## src/rtl/fc_argmax.sv

```systemverilog
// fc_argmax: streaming arg-max over the NUM_CLASSES output nodes of a
// fully-connected layer. After an enable, nodes are accepted one per
// handshake. The winning index/value is published with a one-cycle
// 'finished' pulse the cycle after the last node is accepted.
//
// Optional feature: define FC_ARGMAX_RELU_EN to clamp negative nodes to
// zero before they are compared and before they are captured.
module fc_argmax #(
    parameter int NUM_CLASSES = 10,
    parameter int DATA_W      = 16,
    parameter int IDX_W       = 4
) (
    input  logic              clk,
    input  logic              rst_n,
    input  logic              enable,
    input  logic              in_valid,
    input  logic [DATA_W-1:0] in_data,
    output logic              in_ready,
    output logic [IDX_W-1:0]  class_idx,
    output logic [DATA_W-1:0] max_score,
    output logic              finished
);

    typedef enum logic [1:0] {
        S_IDLE   = 2'd0,
        S_ACCEPT = 2'd1,
        S_DONE   = 2'd2
    } state_t;

    localparam logic [IDX_W-1:0] LAST_IDX = IDX_W'(NUM_CLASSES - 1);
    localparam logic [IDX_W-1:0] ONE_IDX  = IDX_W'(1);
    localparam logic [IDX_W-1:0] ZERO_IDX = {IDX_W{1'b0}};
    localparam logic [DATA_W-1:0] ZERO_DAT = {DATA_W{1'b0}};

    // Node conditioning applied before compare and capture.
    function automatic logic signed [DATA_W-1:0] relu_clamp(
        input logic signed [DATA_W-1:0] v
    );
`ifdef FC_ARGMAX_RELU_EN
        if (v[DATA_W-1]) begin
            return $signed(ZERO_DAT);
        end else begin
            return v;
        end
`else
        return v;
`endif
    endfunction

    state_t                     state_q,     state_d;
    logic [IDX_W-1:0]           cnt_q,       cnt_d;
    logic signed [DATA_W-1:0]   run_max_q,   run_max_d;
    logic [IDX_W-1:0]           run_idx_q,   run_idx_d;
    logic [IDX_W-1:0]           class_idx_q, class_idx_d;
    logic [DATA_W-1:0]          max_score_q, max_score_d;
    logic                       finished_q,  finished_d;
    logic                       in_ready_q,  in_ready_d;

    logic signed [DATA_W-1:0]   beat_val_s;
    logic                       xfer_s;
    logic                       take_s;
    logic signed [DATA_W-1:0]   win_max_s;
    logic [IDX_W-1:0]           win_idx_s;

    // Candidate winner if the current node is accepted (first beat always wins,
    // later beats only on a strictly greater signed value so ties keep the earlier index).
    always_comb begin
        beat_val_s = relu_clamp($signed(in_data));
        xfer_s     = in_ready_q & in_valid;
        if (cnt_q == ZERO_IDX) begin
            take_s = 1'b1;
        end else begin
            take_s = (beat_val_s > run_max_q);
        end
        if (take_s) begin
            win_max_s = beat_val_s;
            win_idx_s = cnt_q;
        end else begin
            win_max_s = run_max_q;
            win_idx_s = run_idx_q;
        end
    end

    // Next-state and next-output logic of the IDLE/ACCEPT/DONE controller.
    always_comb begin
        state_d     = state_q;
        cnt_d       = cnt_q;
        run_max_d   = run_max_q;
        run_idx_d   = run_idx_q;
        class_idx_d = class_idx_q;
        max_score_d = max_score_q;
        finished_d  = 1'b0;
        in_ready_d  = in_ready_q;
        case (state_q)
            S_IDLE: begin
                if (enable) begin
                    state_d    = S_ACCEPT;
                    cnt_d      = ZERO_IDX;
                    in_ready_d = 1'b1;
                end else begin
                    state_d    = S_IDLE;
                    in_ready_d = 1'b0;
                end
            end
            S_ACCEPT: begin
                if (xfer_s) begin
                    run_max_d = win_max_s;
                    run_idx_d = win_idx_s;
                    if (cnt_q == LAST_IDX) begin
                        state_d     = S_DONE;
                        cnt_d       = ZERO_IDX;
                        class_idx_d = win_idx_s;
                        max_score_d = win_max_s;
                        finished_d  = 1'b1;
                        in_ready_d  = 1'b0;
                    end else begin
                        cnt_d      = cnt_q + ONE_IDX;
                        in_ready_d = 1'b1;
                    end
                end else begin
                    // Stall: everything holds, no timeout.
                    in_ready_d = 1'b1;
                end
            end
            S_DONE: begin
                // Enable is deliberately not looked at here.
                state_d    = S_IDLE;
                in_ready_d = 1'b0;
            end
            default: begin
                state_d    = S_IDLE;
                cnt_d      = ZERO_IDX;
                in_ready_d = 1'b0;
            end
        endcase
    end

    // State and registered outputs, asynchronously cleared by rst_n.
    always_ff @(posedge clk or negedge rst_n) begin
        if (!rst_n) begin
            state_q     <= S_IDLE;
            cnt_q       <= ZERO_IDX;
            run_max_q   <= $signed(ZERO_DAT);
            run_idx_q   <= ZERO_IDX;
            class_idx_q <= ZERO_IDX;
            max_score_q <= ZERO_DAT;
            finished_q  <= 1'b0;
            in_ready_q  <= 1'b0;
        end else begin
            state_q     <= state_d;
            cnt_q       <= cnt_d;
            run_max_q   <= run_max_d;
            run_idx_q   <= run_idx_d;
            class_idx_q <= class_idx_d;
            max_score_q <= max_score_d;
            finished_q  <= finished_d;
            in_ready_q  <= in_ready_d;
        end
    end

    assign in_ready  = in_ready_q;
    assign class_idx = class_idx_q;
    assign max_score = max_score_q;
    assign finished  = finished_q;

endmodule

```

## config.mk

```make
export PLATFORM = sky130hd
export DESIGN_NAME = fc_argmax
export DESIGN_NICKNAME = d
export VERILOG_FILES = /design/src/rtl/fc_argmax.sv
export SDC_FILE = /design/constraint.sdc
export NUM_CORES = 1
export LEC_CHECK = 0
export CELL_PAD_IN_SITES_DETAIL_PLACEMENT = 2
export CELL_PAD_IN_SITES_GLOBAL_PLACEMENT = 2
export CORE_MARGIN = 2
export CORE_UTILIZATION = 34
export DETAILED_ROUTE_END_ITERATION = 8
export PLACE_DENSITY_LB_ADDON = 0.1
export SETUP_SLACK_MARGIN = 0.5
export SLEW_MARGIN = 20
export SYNTH_ARGS = -nofsm -noshare
export SYNTH_HDL_FRONTEND = slang
export SYNTH_SLANG_ARGS = --single-unit
```

## constraint.sdc

```tcl
create_clock -name clk -period 3.6 [get_ports clk]
set_input_delay 0.72 -clock clk [delete_from_list [all_inputs] [get_ports clk]]
set_output_delay 0.72 -clock clk [all_outputs]
set_load 0.005 [all_outputs]
```

======== Word-level counts from Yosys, hierarchy flattened ========
Cells that the tools add are included.
storage, ports and cells
  word-level logic and storage cells ...... 42
  bits in latches ......................... 0
  output and inout bits ................... 22
  memory bits (read-only) ................. 0
  memory bits (writable) .................. 0
  input bits .............................. 20
  bits in registers ....................... 48
  memories ................................ 0
operators by class
  $add $sub $neg .......................... 1
  divide/modulo/power cells ............... 0
  reductions and logical operators ........ 6
  magnitude comparators ................... 1
  bitwise operators ....................... 2
  mux-type cells .......................... 18
  $mul .................................... 0
  shift operators ......................... 0
  eq/ne operators ......................... 6
operators by type and width
  kind                                                 count
  greater-than comparator 16 bit                       1
  two-way mux 16 bit                                   1
  two-way mux 4 bit                                    4
  case mux 4 bit (3 select lines)                      1
  two-way mux 1 bit                                    8
  != test 2 bit, second input constant                 3
  AND reduction 3 bit                                  2
  adder 4 x 1 -> 4 bit, second input constant          1
  equality test 4 bit, second input constant           1
  zero test 4 bit                                      1
  two-way mux 2 bit                                    2
  case mux 2 bit (2 select lines)                      1
  AND reduction 2 bit                                  2
  equality test 2 x 1 -> 1 bit, second input constant  1
  equality test 2 bit, second input constant           1
  zero test 2 bit                                      1
  case mux 1 bit (2 select lines)                      1
  bitwise AND 1 bit                                    1
  inverter 1 bit                                       1

======== Longest topological paths before layout ========
Gate-level depths: netlist of the first run.
  depth in word-level cells ............... 4
  mapped depth ............................ 10
  gate-level depth less buffers ........... 8

======== Worst setup path before layout of the first run ========
Ideal clock, no wire load.
  path kind ............................... input to register
  start point ............................. in in_data[15]
  end point ............................... reg run_idx_q[1]
  required time ........................... 3475 ps
  path slack .............................. 620 ps
  path buffers ............................ 2
  stages .................................. 9
  setup time .............................. 125 ps
  arrival time ............................ 2855 ps
  cell sequence ........................... ha_1 -> nand4_1 -> or4_1 -> clkbuf_2 -> a21o_1 -> a31oi_4 -> or3_1 -> buf_2 -> mux2_2
between the ends
  word-level cells in the longest chain between the ends .. 3
RTL lines
  what                            RTL line  source
  from (decl)                     17        input logic [DATA_W-1:0] in_data,
  greater-than comparator 16 bit  73        take_s = (beat_val_s > run_max_q);
  two-way mux 1 bit               70        if (cnt_q == ZERO_IDX) begin
  two-way mux 4 bit               75        if (take_s) begin
  to (signal assigned)            153       run_idx_q <= run_idx_d;
  to (decl)                       53        logic [IDX_W-1:0] run_idx_q, run_idx_d;
Every way passes these cells.
A chain may end at the register's enable or synchronous reset.

======== Final worst setup path of the first run ========
  start point ............................. in in_data[3]
  end point ............................... reg run_idx_q[1]
Same word-level chain as after synthesis.

==> results.ini, run 1 <==
[logic_synthesis]
ys_top_cells_by_area = dfrtp_1 (47%), ha_1 (9.2%), mux2i_1 (7.4%), inv_1 (5.5%), a221oi_2 (5.2%)
synth_top_area_frac = 0.466
synth_async_sr_flop_share = 1.00
ys_seq_area_frac = 0.466
ys_seq_elements = 48
synth_cells = 243
yosysMostFrequentCell = dfrtp_1
synth-edff-count = 0
syn-mean-instance-area_um2 = 10.6
yosys.area.top_type = dfrtp_1
synth_top_flop_cell = dfrtp_1
netlist_area_um2 = 2580
yosysWarnings = 0
synth_fp_nets = 282
synthTopCellsByCount = dfrtp_1 (48), inv_1 (38), nor2_1 (24), ha_1 (19), mux2i_1 (19)
yosysUniqueCellTypes = 42

[final_layout]
final_cells = 400
layout-drive-gt1-share = 0.199
final_nets = 339
post-route-util = 0.477
diodes = 0
areaGrowthSynthToFinish_pct = 34.9

[placement]
place_ws_ps = 24.6
dp.cells = 383
io_buffers = 41
dpl.hpwl_mm = 5.01
gp_congestion = 0.731

[critical_path]
worstSetupPathType = input pin to register
cp-end-kind = register
start_kind = input pin
r2r_cells = 9
crit_fanout = 3
worstPathArrival_ps = 3260
crit_required_ps = 3800

[timing]
fin_skew_ps = 6.37
hold_violations = 0
finalSetupViolations = 0
relSlewSlack = 0.413
worstMarginPinSlew_ps = 881
fin_crit_ps = 3060
hold_ws_ps = 511
post-route-period-util = 0.851
drv_slew = 0
max_freq_mhz = 326
rsz0062_at_grt = no
fin_ws_ps = 535
setup_tns_ps = 0

[grt]
grt_util_all_layers = 0.184
grt_overflow_total = 0
grt_pass1_wl_mm = 12.1
grt_pass1_vias = 2343
grt_max_degree = 38
antenna_found_initial = 0

[die]
start_util = 0.354
dieHeight_um = 91.1
fp-row-count = 31
coreArea_um2 = 7290
ioPinCount = 42
die_x_um = 91.1
dieArea_um2 = 8300

[routing]
drc = 0
dr.pass1.iters = 4
wire_per_inst_um = 18.7
antenna_left = 0
vias_per_cell = 5.24
vias = 2094
drt_iter0_drc = 58
wl_mm = 7.47

[clocking]
clock_path_buffers = 2
insertion_delay_ps = 300
cts-buffers-inserted = 5
tritoncts = done
cts.sinks = 48
cts_max_level = 2
clkTransAtPathRegs_ps = 90
root_buffer = clkbuf_8

[status]
status = finished, final reports clean

[worst_hold_path]
holdCritPathClass = register to register
worst_hold_path.num_cells = 1

[power_and_ir_drop]
p_per_area_nw_per_um2 = 832
ir_drop_mv = 0.335
p_leak_nw = 1.65

[flow_run]
drv_cap = 0

==> what timing repair did <==
action,4_1_cts,5_1_grt
pin swaps,3,13
endpoints found under the setup margin,34,34
gates resized for setup,2,24
setup buffers,3,5
cloned,0,1
hold buffers,0,0
==> path summary, 6_finish.rpt <==
path	endpoint	slack, ps	startpoint
setup / recovery	run_idx_q[1]$_DFFE_PN0P_	540	in_data[3]
hold / removal	run_idx_q[3]$_DFFE_PN0P_	510	run_idx_q[3]$_DFFE_PN0P_
min in group asynchronous	run_max_q[9]$_DFFE_PN0P_	530	rst_n
max in group asynchronous	run_max_q[1]$_DFFE_PN0P_	2370	rst_n
setup reg to reg	run_idx_q[1]$_DFFE_PN0P_	910	run_max_q[14]$_DFFE_PN0P_
hold reg to reg	run_idx_q[3]$_DFFE_PN0P_	510	run_idx_q[3]$_DFFE_PN0P_
==> placed cells by master (no fill, tap or decap), drive strengths merged, types with 3 or more instances in the layout <==
cell type / netlist / layout
nand2: 11 / 11
dfrtp: 48 / 48
a221oi: 17 / 17
nor3: 3 / 3
o21ai: 6 / 6
buf: 5 / 18
mux2i: 19 / 19
clkbuf: 4 / 7
nand4: 5 / 5
a21oi: 9 / 9
clkdlybuf4s50: 0 / 35
nand3: 6 / 6
inv: 38 / 38
nor2: 24 / 24
mux2: 3 / 3
ha: 19 / 19
dlymetal6s2s: 0 / 5
==> cells by family after synthesis <==
| group | count (synthesis) | synth area share |
|---|---|---|
| AO/OA/AOI/OAI | 48 | 0.166 |
| adder cells (fa/ha/maj) | 19 | 0.0921 |
| buffers and inverters | 47 | 0.0776 |
| flip-flops | 48 | 0.466 |
| multiplexers | 22 | 0.0868 |
| AND/OR/NAND/NOR | 59 | 0.112 |
==> layer usage <==
metal,GRT usage,routed length (um),share of wire
met5,0,0,0
met4,0.0379,93,0.012
met3,0.0373,254,0.034
met2,0.322,3780,0.51
met1,0.235,3340,0.45
==> flip-flops by register name, summed over array words and instances, names as in the netlist <==
| signal | count |
|---|---|
| class_idx | 4 |
| cnt_q | 4 |
| finished | 1 |
| in_ready | 1 |
| max_score | 16 |
| run_idx_q | 4 |
| run_max_q | 16 |
| state_q | 2 |
==> where the power goes <==
| group | total (W) | internal (W) | switching, W |
|---|---|---|---|
| Combinational | 0.00156 | 0.000789 | 0.000767 |
| Clock | 0.000395 | 0.000207 | 0.000188 |
| Sequential | 0.000945 | 0.000798 | 0.000147 |
==> worst max-delay path, stage by stage <==
cell,delay [ps]
clkdlybuf4s50_1,430
ha_1,340
nand4_1,140
or4_4,590
a21o_1,220
a31oi_4,230
buf_6,150
or3_4,120
mux2_2,320
==> metrics by stage <==
step / cell area, um2 / power (W)
2_1_floorplan: 2580 / 0.00176
3_3_place_gp: 3150 / 0.00228
3_5_place_dp: 3150 / 0.00234
4_1_cts: 3290 / 0.00277
5_1_grt: 3480 / 0.00314
6_report: 3480 / 0.00290
==> area by class of cell <==
type | instances | area (um2)
flip-flops and latches | 48 | 1200
fillers | 759 | 3810
multi-input cells | 148 | 1300
well taps | 99 | 124
clock inverters | 2 | 35.0
clock buffers | 6 | 72.6
repair buffers | 59 | 603
inverters | 38 | 143
Power figures use the tool's default switching activity.
==> run 2: changes to the inputs <==
--- a/config.mk
+++ b/config.mk
@@ -8,7 +8,8 @@
 export CELL_PAD_IN_SITES_DETAIL_PLACEMENT = 2
 export CELL_PAD_IN_SITES_GLOBAL_PLACEMENT = 2
 export CORE_MARGIN = 2
-export CORE_UTILIZATION = 34
+export CORE_UTILIZATION = 35
+export CTS_BUF_LIST = sky130_fd_sc_hd__clkbuf_4 sky130_fd_sc_hd__clkbuf_8
 export DETAILED_ROUTE_END_ITERATION = 8
 export PLACE_DENSITY_LB_ADDON = 0.1
 export SETUP_SLACK_MARGIN = 0.5
==> results.ini, run 2 (synthesis results as in run 1) <==
[clocking]
cts_max_level = 2  ; unchanged
root_buffer = clkbuf_8  ; unchanged
clock_path_buffers = 2  ; unchanged
clkTransAtPathRegs_ps = 90  ; about the same
insertion_delay_ps = 300  ; about the same
tritoncts = done  ; unchanged
cts.sinks = 48  ; unchanged
hold_buffers = 0  ; unchanged
cts-buffers-inserted = 5  ; unchanged

[routing]
drc = 0  ; unchanged
dr.pass1.iters = 3  ; was 4
vias = 2051  ; was 2094
wire_per_inst_um = 18.1  ; was 18.7 um
wl_mm = 7.29  ; was 7.47 mm
antenna_left = 0  ; unchanged
vias_per_cell = 5.10  ; was 5.24
drt_iter0_drc = 37  ; was 58

[timing]
post-route-period-util = 0.848  ; was 0.851
rsz0062_at_grt = no  ; unchanged
worstMarginPinSlew_ps = 644  ; was 881 ps
hold_ws_ps = 418  ; was 511 ps
finalSetupViolations = 0  ; unchanged
relSlewSlack = 0.571  ; was 0.413
fin_skew_ps = 7.98  ; was 6.37 ps
fin_ws_ps = 547  ; was 535 ps
hold_violations = 0  ; unchanged
drv_slew = 0  ; unchanged
setup_tns_ps = 0  ; unchanged
max_freq_mhz = 328  ; was 326 MHz
fin_crit_ps = 3050  ; was 3060 ps

[die]
fp-row-count = 31  ; unchanged
coreArea_um2 = 7180  ; was 7290 um2
dieArea_um2 = 8070  ; was 8300 um2
dieHeight_um = 89.9  ; was 91.1 um
start_util = 0.360  ; was 0.354
ioPinCount = 42  ; unchanged
die_x_um = 89.9  ; was 91.1 um

[grt]
grt_overflow_total = 0  ; unchanged
grt_pass1_vias = 2288  ; was 2343
grt_max_degree = 49  ; was 38
grt_util_all_layers = 0.183  ; was 0.184
grt_pass1_wl_mm = 11.9  ; was 12.1 mm
antenna_found_initial = 0  ; unchanged

[power_and_ir_drop]
p_leak_nw = 1.67  ; was 1.65 nW
total_power_w = 0.00293  ; was 0.00290 W
ir_drop_mv = 0.315  ; was 0.335 mV
p_per_area_nw_per_um2 = 831  ; was 832 nW/um2

[critical_path]
r2r_end = max_score[6]$_DFFE_PN0P_  ; was run_idx_q[1]$_DFFE_PN0P_
worstSetupPathType = input pin to register  ; unchanged
start_kind = input pin  ; unchanged
r2r_cells = 10  ; was 9
cp-end-kind = register  ; unchanged
crit_required_ps = 3800  ; about the same
crit_fanout = 8  ; was 3
r2r-start = run_max_q[9]$_DFFE_PN0P_  ; was run_max_q[14]$_DFFE_PN0P_
reg2reg_slack_ps = 970  ; was 910 ps
worstPathArrival_ps = 3250  ; was 3260 ps

[final_layout]
layout_commonest_cell = dfrtp_1  ; unchanged
layout_common_cells = dfrtp_1 (48), inv_1 (37), clkdlybuf4s50_1 (34), nor2_1 (24), mux2i_1 (17)  ; was dfrtp_1 (48), inv_1 (37), clkdlybuf4s50_1 (35), nor2_1 (23), mux2i_1 (18)
areaGrowthSynthToFinish_pct = 36.9  ; was 34.9%
diodes = 0  ; unchanged
stdcell_area_um2 = 3530  ; was 3480 um2
final_nets = 341  ; was 339
layout-drive-gt1-share = 0.211  ; was 0.199

[placement]
gp_congestion = 0.738  ; was 0.731
dpl.hpwl_mm = 4.85  ; was 5.01 mm
io_buffers = 41  ; unchanged
place_ws_ps = 72.8  ; was 24.6 ps
place_area_um2 = 3170  ; was 3150 um2

[worst_hold_path]
holdCritPathClass = input pin to async pin  ; was register to register

[flow_run]
drv_cap = 0  ; unchanged

[status]
status = finished, final reports clean  ; unchanged

## run 2: layout make-up
cell class / instances / area [um2]
Multi-Input combinational cell: 148 / 1330
Inverter: 38 / 143
Fill cell: 716 / 3640
Timing Repair Buffer: 61 / 639
Sequential cell: 48 / 1200
Tap cell: 99 / 124
Clock buffer: 8 / 97.6
## run 2: metal layers
layer,routed length [um],share of wire,track usage
met2,3770,0.52,0.321
met4,89,0.012,0.0423
met5,0,0,0
met3,196,0.027,0.0344
met1,3240,0.44,0.234
## run 2: where the power goes
group / leakage, nW / total [W] / switching (W) / internal, W
clock: 0.0523 / 0.000353 / 0.000180 / 0.000172
sequential: 0.573 / 0.000944 / 0.000145 / 0.000798
combinational: 1.05 / 0.00164 / 0.000782 / 0.000855
total: 1.67 / 0.00293 / 0.00111 / 0.00183
## run 2: worst max-delay path by stage
stage	from	end	slack, ps	depth (start not counted)
4_1_cts	in_data[13]	run_max_q[11]$_DFFE_PN0P_	400	8
3_5_place_dp	in_data[15]	max_score[4]$_DFFE_PN0P_	70	10
5_1_grt	in_data[6]	max_score[6]$_DFFE_PN0P_	450	10
2_1_floorplan	in_data[15]	run_idx_q[1]$_DFFE_PN0P_	620	9
3_3_place_gp	in_data[15]	max_score[4]$_DFFE_PN0P_	110	10
6_report	in_data[1]	max_score[6]$_DFFE_PN0P_	550	10
## run 2: what timing repair did
action                     in CTS  in global routing
setup endpoints to repair      24                 33
pin swaps                       2                  8
buffers inserted                0                  9
resized for setup               8                 22
cloned                          1                  0
## run 2: critical path, stage by stage
cell             delay [ps]
clkdlybuf4s50_1         450
ha_1                    330
nand4_1                 110
or4_4                   570
a21o_1                  230
a31oi_4                 170
buf_6                   130
nor3_4                   60
buf_12                  160
a221oi_2                310
## run 2: through the flow
step | utilization | std cells
detailed placement | 0.442 | 384
floorplan | - | 243
CTS | 0.464 | 393
global placement | 0.442 | 384
global route | 0.492 | 402
finish | 0.492 | 402
==> run 3: changes to the inputs <==
==> constraint.sdc (replaced) <==
create_clock -name clk -period 2.95 [get_ports clk]
set_input_delay 0.59 -clock clk [delete_from_list [all_inputs] [get_ports clk]]
set_output_delay 0.59 -clock clk [all_outputs]
set_load 0.005 [all_outputs]
==> results.ini, run 3 (synthesis results as in run 1) <==
[clocking]
cts-buffers-inserted = 5  ; unchanged
clkTransAtPathRegs_ps = 90  ; about the same
tritoncts = done  ; unchanged
hold_buffers = 0  ; unchanged
clock_path_buffers = 2  ; unchanged
root_buffer = clkbuf_8  ; unchanged
cts_max_level = 2  ; unchanged
cts.sinks = 48  ; unchanged
insertion_delay_ps = 310  ; was 300 ps

[die]
coreArea_um2 = 7180  ; unchanged
fp-row-count = 31  ; unchanged
dieArea_um2 = 8070  ; unchanged
ioPinCount = 42  ; unchanged
start_util = 0.360  ; unchanged
die_x_um = 89.9  ; unchanged
dieHeight_um = 89.9  ; unchanged

[placement]
io_buffers = 41  ; unchanged
gp_congestion = 0.762  ; was 0.738
dpl.hpwl_mm = 5.64  ; was 4.85 mm

[critical_path]
crit_required_ps = 3150  ; was 3800 ps
cp-end-kind = register  ; unchanged
crit_fanout = 3  ; was 8
worstPathCellList = inv_2, ha_4, nand4_1, or4_4, a21o_1, a31oi_4, buf_6, or3_4, mux2_4  ; was clkdlybuf4s50_1, ha_1, nand4_1, or4_4, a21o_1, a31oi_4, buf_6, nor3_4, buf_12, a221oi_2
worstPathArrival_ps = 2800  ; was 3250 ps
r2r-start = run_max_q[15]$_DFFE_PN0P_  ; was run_max_q[9]$_DFFE_PN0P_
crit_path_top_delay_cell = or4_4  ; unchanged
worstSetupPathType = register to register  ; was input pin to register
critPathMaxStageDelay_ps = 610  ; was 570 ps
start_kind = register  ; was input pin
critPathLaunch = run_max_q[15]$_DFFE_PN0P_  ; was in_data[1]

[final_layout]
final_nets = 357  ; was 341
diodes = 0  ; unchanged
fill_cells = 688  ; was 716
regArea_um2 = 1200  ; unchanged
areaGrowthSynthToFinish_pct = 48.9  ; was 36.9%
multi_input_area_um2 = 1550  ; was 1330 um2
layout_commonest_cell = dfrtp_1  ; unchanged
post-route-util = 0.535  ; was 0.492
layout-drive-gt1-share = 0.376  ; was 0.211
layout_common_cells = dfrtp_1 (48), inv_1 (29), buf_4 (26), nor2_1 (24), clkdlybuf4s50_1 (24)  ; was dfrtp_1 (48), inv_1 (37), clkdlybuf4s50_1 (34), nor2_1 (24), mux2i_1 (17)

[power_and_ir_drop]
p_per_area_nw_per_um2 = 1060  ; was 831 nW/um2
p_leak_nw = 1.73  ; was 1.67 nW
total_power_w = 0.00407  ; was 0.00293 W
ir_drop_mv = 0.475  ; was 0.315 mV

[grt]
grt_pass1_vias = 2567  ; was 2288
grt_util_all_layers = 0.232  ; was 0.183
antenna_found_initial = 0  ; unchanged
grt_pass1_wl_mm = 14.6  ; was 11.9 mm
grt_max_degree = 22  ; was 49
grt_overflow_total = 0  ; unchanged

[routing]
wl_mm = 9.13  ; was 7.29 mm
drt_iter0_drc = 67  ; was 37
drc = 0  ; unchanged
vias = 2195  ; was 2051
wire_per_inst_um = 21.9  ; was 18.1 um
vias_per_cell = 5.25  ; was 5.10
dr.pass1.iters = 4  ; was 3
antenna_left = 0  ; unchanged

[timing]
finalSetupViolations = 0  ; unchanged
post-route-period-util = 0.881
max_freq_mhz = 385
hold_violations = 0  ; unchanged
drv_slew = 0  ; unchanged
fin_skew_ps = 6.52  ; was 7.98 ps
rsz0062_at_grt = yes  ; was no
relSlewSlack = 0.658  ; was 0.571
hold_ws_ps = 240  ; was 418 ps
worstMarginPinSlew_ps = 513  ; was 644 ps
fin_crit_ps = 2600

[flow_run]
drv_cap = 0  ; unchanged

[status]
status = finished, final reports clean  ; unchanged

[worst_hold_path]
holdCritPathClass = input pin to async pin  ; unchanged

run 3: where the power goes:
group,switching [W],total [W],internal (W)
clock network,0.000237,0.000498,0.000261
logic,0.00116,0.00239,0.00123
registers,0.000214,0.00119,0.000975
total,0.00161,0.00407,0.00246
run 3: layout make-up:
type / instances / share of cell area
multi-input cells: 148 / 0.404
flip-flops and latches: 48 / 0.313
repair buffers: 77 / 0.185
inverters: 38 / 0.0371
well taps: 99 / 0.0322
clock buffers: 6 / 0.0199
clock inverters: 2 / 0.00912
run 3: layer usage:
metal | wire length [um] | GRT usage | share of wire | vias up
li1 | - | - | - | 1004
met1 | 3920 | 0.295 | 0.43 | 1141
met2 | 4910 | 0.417 | 0.54 | 40
met3 | 200 | 0.0344 | 0.022 | 10
met4 | 110 | 0.0564 | 0.012 | 0
met5 | 0 | 0 | 0 | -
run 3: stage by stage:
stage | cells | setup TNS, ps | instance area, um2 | setup slack, ps
2_1_floorplan | 243 | 0 | 2740 | 331
3_3_place_gp | 396 | -5200 | 3420 | -236
3_5_place_dp | 396 | -7420 | 3420 | -306
4_1_cts | 413 | 0 | 3690 | 435
5_1_grt | 418 | 0 | 3840 | 285
6_report | 418 | 0 | 3840 | 353
run 3: worst paths after layout:
check	endpoint	slack, ps	cells after the start
min in group clk	state_q[0]$_DFFE_PN0P_	510	1
max in group asynchronous	run_max_q[6]$_DFFE_PN0P_	2080	2
worst max-delay path	run_idx_q[1]$_DFFE_PN0P_	350	9
worst max register to register	run_idx_q[1]$_DFFE_PN0P_	350	9
worst min register to register	state_q[0]$_DFFE_PN0P_	510	1
worst min-delay path	max_score[9]$_DFFE_PN0P_	240	1
run 3: worst max-delay path: cells and delay by family (launching register included):
family	cells	cell delay (ps)
and+or+nand+nor	3	910
AOI/OAI and AO/OA	2	440
DFF	1	360
muxes	1	300
adders and majority gates	1	260
buffers and inverters	2	210
run 3: timing repair:
action                     in CTS  in global routing
cloned                          0                  1
gates resized for setup        78                 20
setup endpoints to repair      40                 40
setup buffers                   9                  4
pin swaps                      25                 26
==> variant 1: new RTL, flow settings as in run 2 <==
Compare `cnt_q` against `LAST_IDX` with >= in place of ==.
--- a/src/rtl/fc_argmax.sv
+++ b/src/rtl/fc_argmax.sv
@@ -107,5 +107,5 @@
                     run_max_d = win_max_s;
                     run_idx_d = win_idx_s;
-                    if (cnt_q == LAST_IDX) begin
+                    if (cnt_q >= LAST_IDX) begin
                         state_d     = S_DONE;
                         cnt_d       = ZERO_IDX;
Function: no difference found for any inputs over 10 cycles, from zero or initial values and one cycle with rst_n low; that may be too few to reach the edited logic, so the function may still have changed.
==> variant 1 against run 2 <==
  * Worst setup slack better by 23 ps
  * Power is 2.2% lower
  * Design area is 5.2% lower
  * Area after synthesis is 1.0% higher
  * Count of clock-buffer cells in the layout is 3 lower
  * Sequential cell count stayed put
  * Utilization is 2.8 points lower
  * Critical path type unchanged
  * Routed wire length is 13% higher
  * Global-route usage is 2.1 points higher
==> variant 1: results (changes against run 2) <==
status: complete, no violations (unchanged)
critical path data arrival time: 3220 ps (was 3250 ps)
Comb group: 1.56 mW (was 1.64 mW)
largest net degree at the start of global routing: 26 (was 49)
DP Area: 3150 sq um (was 3170 sq um)
vias in the first global route: 2,485 (was 2,288)
hold_ws: 416 ps (was 418 ps)
VDD IR max: 286 uV (was 315 uV)
drt first pass iters: 6 (was 3)
pre-CTS WS: 56.3 ps (was 72.8 ps)
Post-Synthesis Net Count: 301 (was 282)
DP Cell Count: 399 (was 384)
Least-Margin Pin Slew: 635 ps (was 644 ps)
GPL Wtd Cong: 0.737 (was 0.738)
Comb pwr share: 54.3% (was 55.8%)
final WL: 8.23 mm (was 7.29 mm)
CP peak stage delay: 500 ps (was 570 ps)
Post-synth top cells: dfrtp_1, a21oi_1, nor2_1, o21ai_0, inv_1 (was dfrtp_1, inv_1, nor2_1, ha_1, mux2i_1)
library cells used by synthesis: 33 (was 42)
post-synthesis mux area share: 8.93% (was 8.68%)
Post-Synth Adder-Cell Area: 9.12% (was 9.21%)
final net count: 347 (was 341)
Final Skew: 16.2 ps (was 7.98 ps)
post-synthesis cell count: 262 (was 243)
register area share after synthesis: 46.1% (was 46.6%)
slowest CP cell: clkdlybuf4s50_1 (was or4_4)
Max Fanout on Critical Path: 10 (was 8)
Leak: 1.49 nW (was 1.67 nW)
critical register-to-register path startpoint: run_max_q[15] (was run_max_q[9])
Switching Fraction: 40.7% (was 37.8%)
Crit Reg-Reg Endpoint: run_idx_q[0] (was max_score[6])
top cells by area, synth: dfrtp_1, ha_1, a21oi_1, mux2_4, o21ai_0 (was dfrtp_1, ha_1, mux2i_1, inv_1, a221oi_2)
global-route wire length before repair: 13.1 mm (was 11.9 mm)
-- variant 1: cell types whose count changed after synthesis, moves of 6 or more --
cell	run 2	this run
a221oi_2	9	0
a31oi_1	1	17
a221oi_1	8	0
mux2_4	0	8
nand2_1	11	17
inv_1	38	21
a21oi_1	9	27
mux2_1	0	10
o21ai_0	6	23
mux2i_1	19	0
clkbuf_1	2	8
-- variant 1: final cells by class --
cell class / count / area (sq um)
clock buffer: 5 / 68.8
clock inverter: 2 / 12.5
fill: 767 / 3870
inverter: 21 / 78.8
multi-input combinational: 181 / 1360
sequential: 48 / 1200
tap: 99 / 124
timing repair buffer: 51 / 503
-- variant 1: how the worst max path moves through the flow --
| stage | from | to | slack [ps] | depth (start not counted) |
|---|---|---|---|---|
| after floorplan | in_data[15] | run_max_q[10] | 750 | 8 |
| after global placement | in_data[15] | run_max_q[7] | 190 | 9 |
| after detailed placement | in_data[15] | run_max_q[3] | 60 | 9 |
| after CTS | in_data[15] | run_max_q[3] | 510 | 9 |
| after global routing | in_data[11] | run_max_q[3] | 490 | 9 |
| final | in_data[12] | run_idx_q[0] | 570 | 9 |
-- variant 1: cell families (layout without fill, tap and decap cells) --
family,count (synthesis),count (layout)
AOI/OAI and AO/OA,82,82
muxes,18,18
DFF,48,48
and+or+nand+nor,62,62
adders and majority gates,19,19
buffers and inverters,33,79
-- variant 1: repair_timing --
item	4_1_cts	5_1_grt
setup endpoints to repair	18	34
pin swaps	0	2
cloned	0	0
setup buffers	0	1
resized for setup	5	13
-- variant 1: per-layer routing --
metal,vias to the layer above,GRT usage (%),wire length (microns)
met5,-,0,0
met4,0,5.51,78
met3,7,3.34,185
met2,32,36.3,4370
met1,1135,25.6,3590
li1,1019,-,-
==> variant 2: new RTL, settings of run 2 <==
Made on the original files. Change the parameter `IDX_W` from 4 to 3.
--- a/src/rtl/fc_argmax.sv
+++ b/src/rtl/fc_argmax.sv
@@ -9,5 +9,5 @@
     parameter int NUM_CLASSES = 10,
     parameter int DATA_W      = 16,
-    parameter int IDX_W       = 4
+    parameter int IDX_W       = 3
 ) (
     input  logic              clk,
Interface: changed (resized class_idx); port bits go from 42 to 41. The function was not compared with the original's and may differ.
==> variant 2 against run 2 <==
  * Power down 13%
  * Routed wire length shrank 12%
  * Sequential power is 11% lower
  * Area after synthesis fell by 5.0%
  * Via count fell by 4.0%
  * Worst setup slack worse by 28 ps
  * Sequential cell count down 3
  * Count of clock-buffer cells in the layout decreased by 1
  * Die area decreased by 4.8%
  * Design area decreased by 10%
==> variant 2: results (changes against run 2) <==
Ys Warns: 0 (unchanged)
Max Fanout on Critical Path: 11 (was 8)
Synth Register Bits: 45 (was 48)
global-route wire length before repair: 10.7 mm (was 11.9 mm)
diode count: 0 (unchanged)
vias in the first global route: 2,164 (was 2,288)
Clock Latency Late Sink: 300 ps (about the same)
all-layer global routing usage: 17.7% (was 18.3%)
Filler Cell Count: 731 (was 716)
Post-synth top cells: dfrtp_1, nor2_1, a21oi_1, o21ai_0, inv_1 (was dfrtp_1, inv_1, nor2_1, ha_1, mux2i_1)
top cells by area, synth: dfrtp_1, ha_1, o31a_1, a21oi_1, mux2_2 (was dfrtp_1, ha_1, mux2i_1, inv_1, a221oi_2)
Post-synth top flop: dfrtp_1 (unchanged)
async set-reset flop share out of synthesis: 100% (unchanged)
Worst R2R Path Depth: 9 (was 10)
1st-iter DRT viols: 85 (was 37)
Leak: 1.38 nW (was 1.67 nW)
drt first pass iters: 4 (was 3)
cell family with most CP delay: compound AO/OA/AOI/OAI gates (was buffers and inverters)
DP Cell Count: 375 (was 384)
worst hold-check path type: primary input to async pin (unchanged)
Resize count post-CTS: 2 (was 8)
pre-CTS WS: 138 ps (was 72.8 ps)
maximum clock insertion buffer count: 2 (unchanged)
slowest CP cell: clkdlybuf4s50_1 (was or4_4)
Least-Margin Pin Slew: 615 ps (was 644 ps)
critical path data arrival time: 3270 ps (was 3250 ps)
Port Buffers: 40 (was 41)
final WL: 6.42 mm (was 7.29 mm)
number of flops mapped to enable cells by yosys: 0 (unchanged)
status: complete, no violations (unchanged)
register area share after synthesis: 45.9% (was 46.6%)
clk slew on worst S/H paths: 80 ps
Syn Area/Cell: 10.0 sq um (was 10.6 sq um)
DR vias: 1,969 (was 2,051)
final net count: 324 (was 341)
Crit Reg-Reg Endpoint: run_max_q[4] (was max_score[6])
Post-DP HPWL: 4.19 mm (was 4.85 mm)
layout cells sized above 1: 16.0% (was 21.1%)
initial antenna violation count: 0 (unchanged)
R2R setup slack: 1020 ps (was 970 ps)
largest net degree at the start of global routing: 46 (was 49)
CTS Buf Count: 5 (unchanged)
Post-Synthesis Net Count: 280 (was 282)
library cells used by synthesis: 37 (was 42)
CP peak stage delay: 460 ps (was 570 ps)
Final Skew: 3.02 ps (was 7.98 ps)
hold_ws: 416 ps (was 418 ps)
VDD IR max: 328 uV (was 315 uV)
Max H-tree Level: 2 (unchanged)
post-DR vias/cell: 5.13 (was 5.10)
post-CTS setup buffer count: 2 (was 0)
clock root buffer: clkbuf_8 (unchanged)
critical register-to-register path startpoint: run_max_q[13] (was run_max_q[9])
GPL Wtd Cong: 0.697 (was 0.738)
CTS tree: yes (unchanged)
variant 2: final cells by class:
cell class / instances / area [sq um] / area share [%]
Clock buffer: 7 / 90.1 / 2.84
Timing Repair Buffer: 49 / 498 / 15.7
Multi-Input combinational cell: 167 / 1260 / 39.9
Sequential cell: 45 / 1130 / 35.5
Tap cell: 96 / 120 / 3.78
Inverter: 20 / 75.1 / 2.37
variant 2: per-layer routing:
metal | vias to the layer above | part of all wire [%] | routed length (microns) | track usage, %
li1 | 954 | - | - | -
met3 | 3 | 2.5 | 161 | 3.11
met1 | 983 | 45 | 2890 | 23.6
met4 | 0 | 0.36 | 23 | 4.34
met2 | 29 | 52 | 3340 | 30.0
met5 | - | 0 | 0 | 0
variant 2: worst max-delay path by stage:
stage,start,to,slack (ps)
4_1_cts,in_data[11],run_max_q[4],540
5_1_grt,in_data[13],run_max_q[4],460
3_5_place_dp,in_data[14],run_max_q[5],140
6_report,in_data[13],run_max_q[4],520
2_1_floorplan,in_data[15],run_max_q[10],690
3_3_place_gp,in_data[14],run_max_q[7],200
variant 2: report_power, final:
part / switching [mW] / internal [mW]
Clock: 0.176 / 0.160
Combinational: 0.695 / 0.679
Sequential: 0.121 / 0.720
Total: 0.992 / 1.56
variant 2: cell families (layout without fill, tap and decap cells):
family / Yosys count / in the layout / share of synthesized area, %
compound gates: 75 / 75 / 20.1
simple gates: 59 / 59 / 11.6
flops: 45 / 45 / 45.9
buf+inv: 32 / 76 / 5.31
mux: 17 / 17 / 8.88
fa+ha+maj: 16 / 16 / 8.17
variant 2: through the flow:
step                area [sq um]  total power, mW
detailed placement          2980             2.14
finish                      3170             2.55
global placement            2980             2.10
global route                3170             2.78
CTS                         3090             2.51
floorplan                   2450             1.64
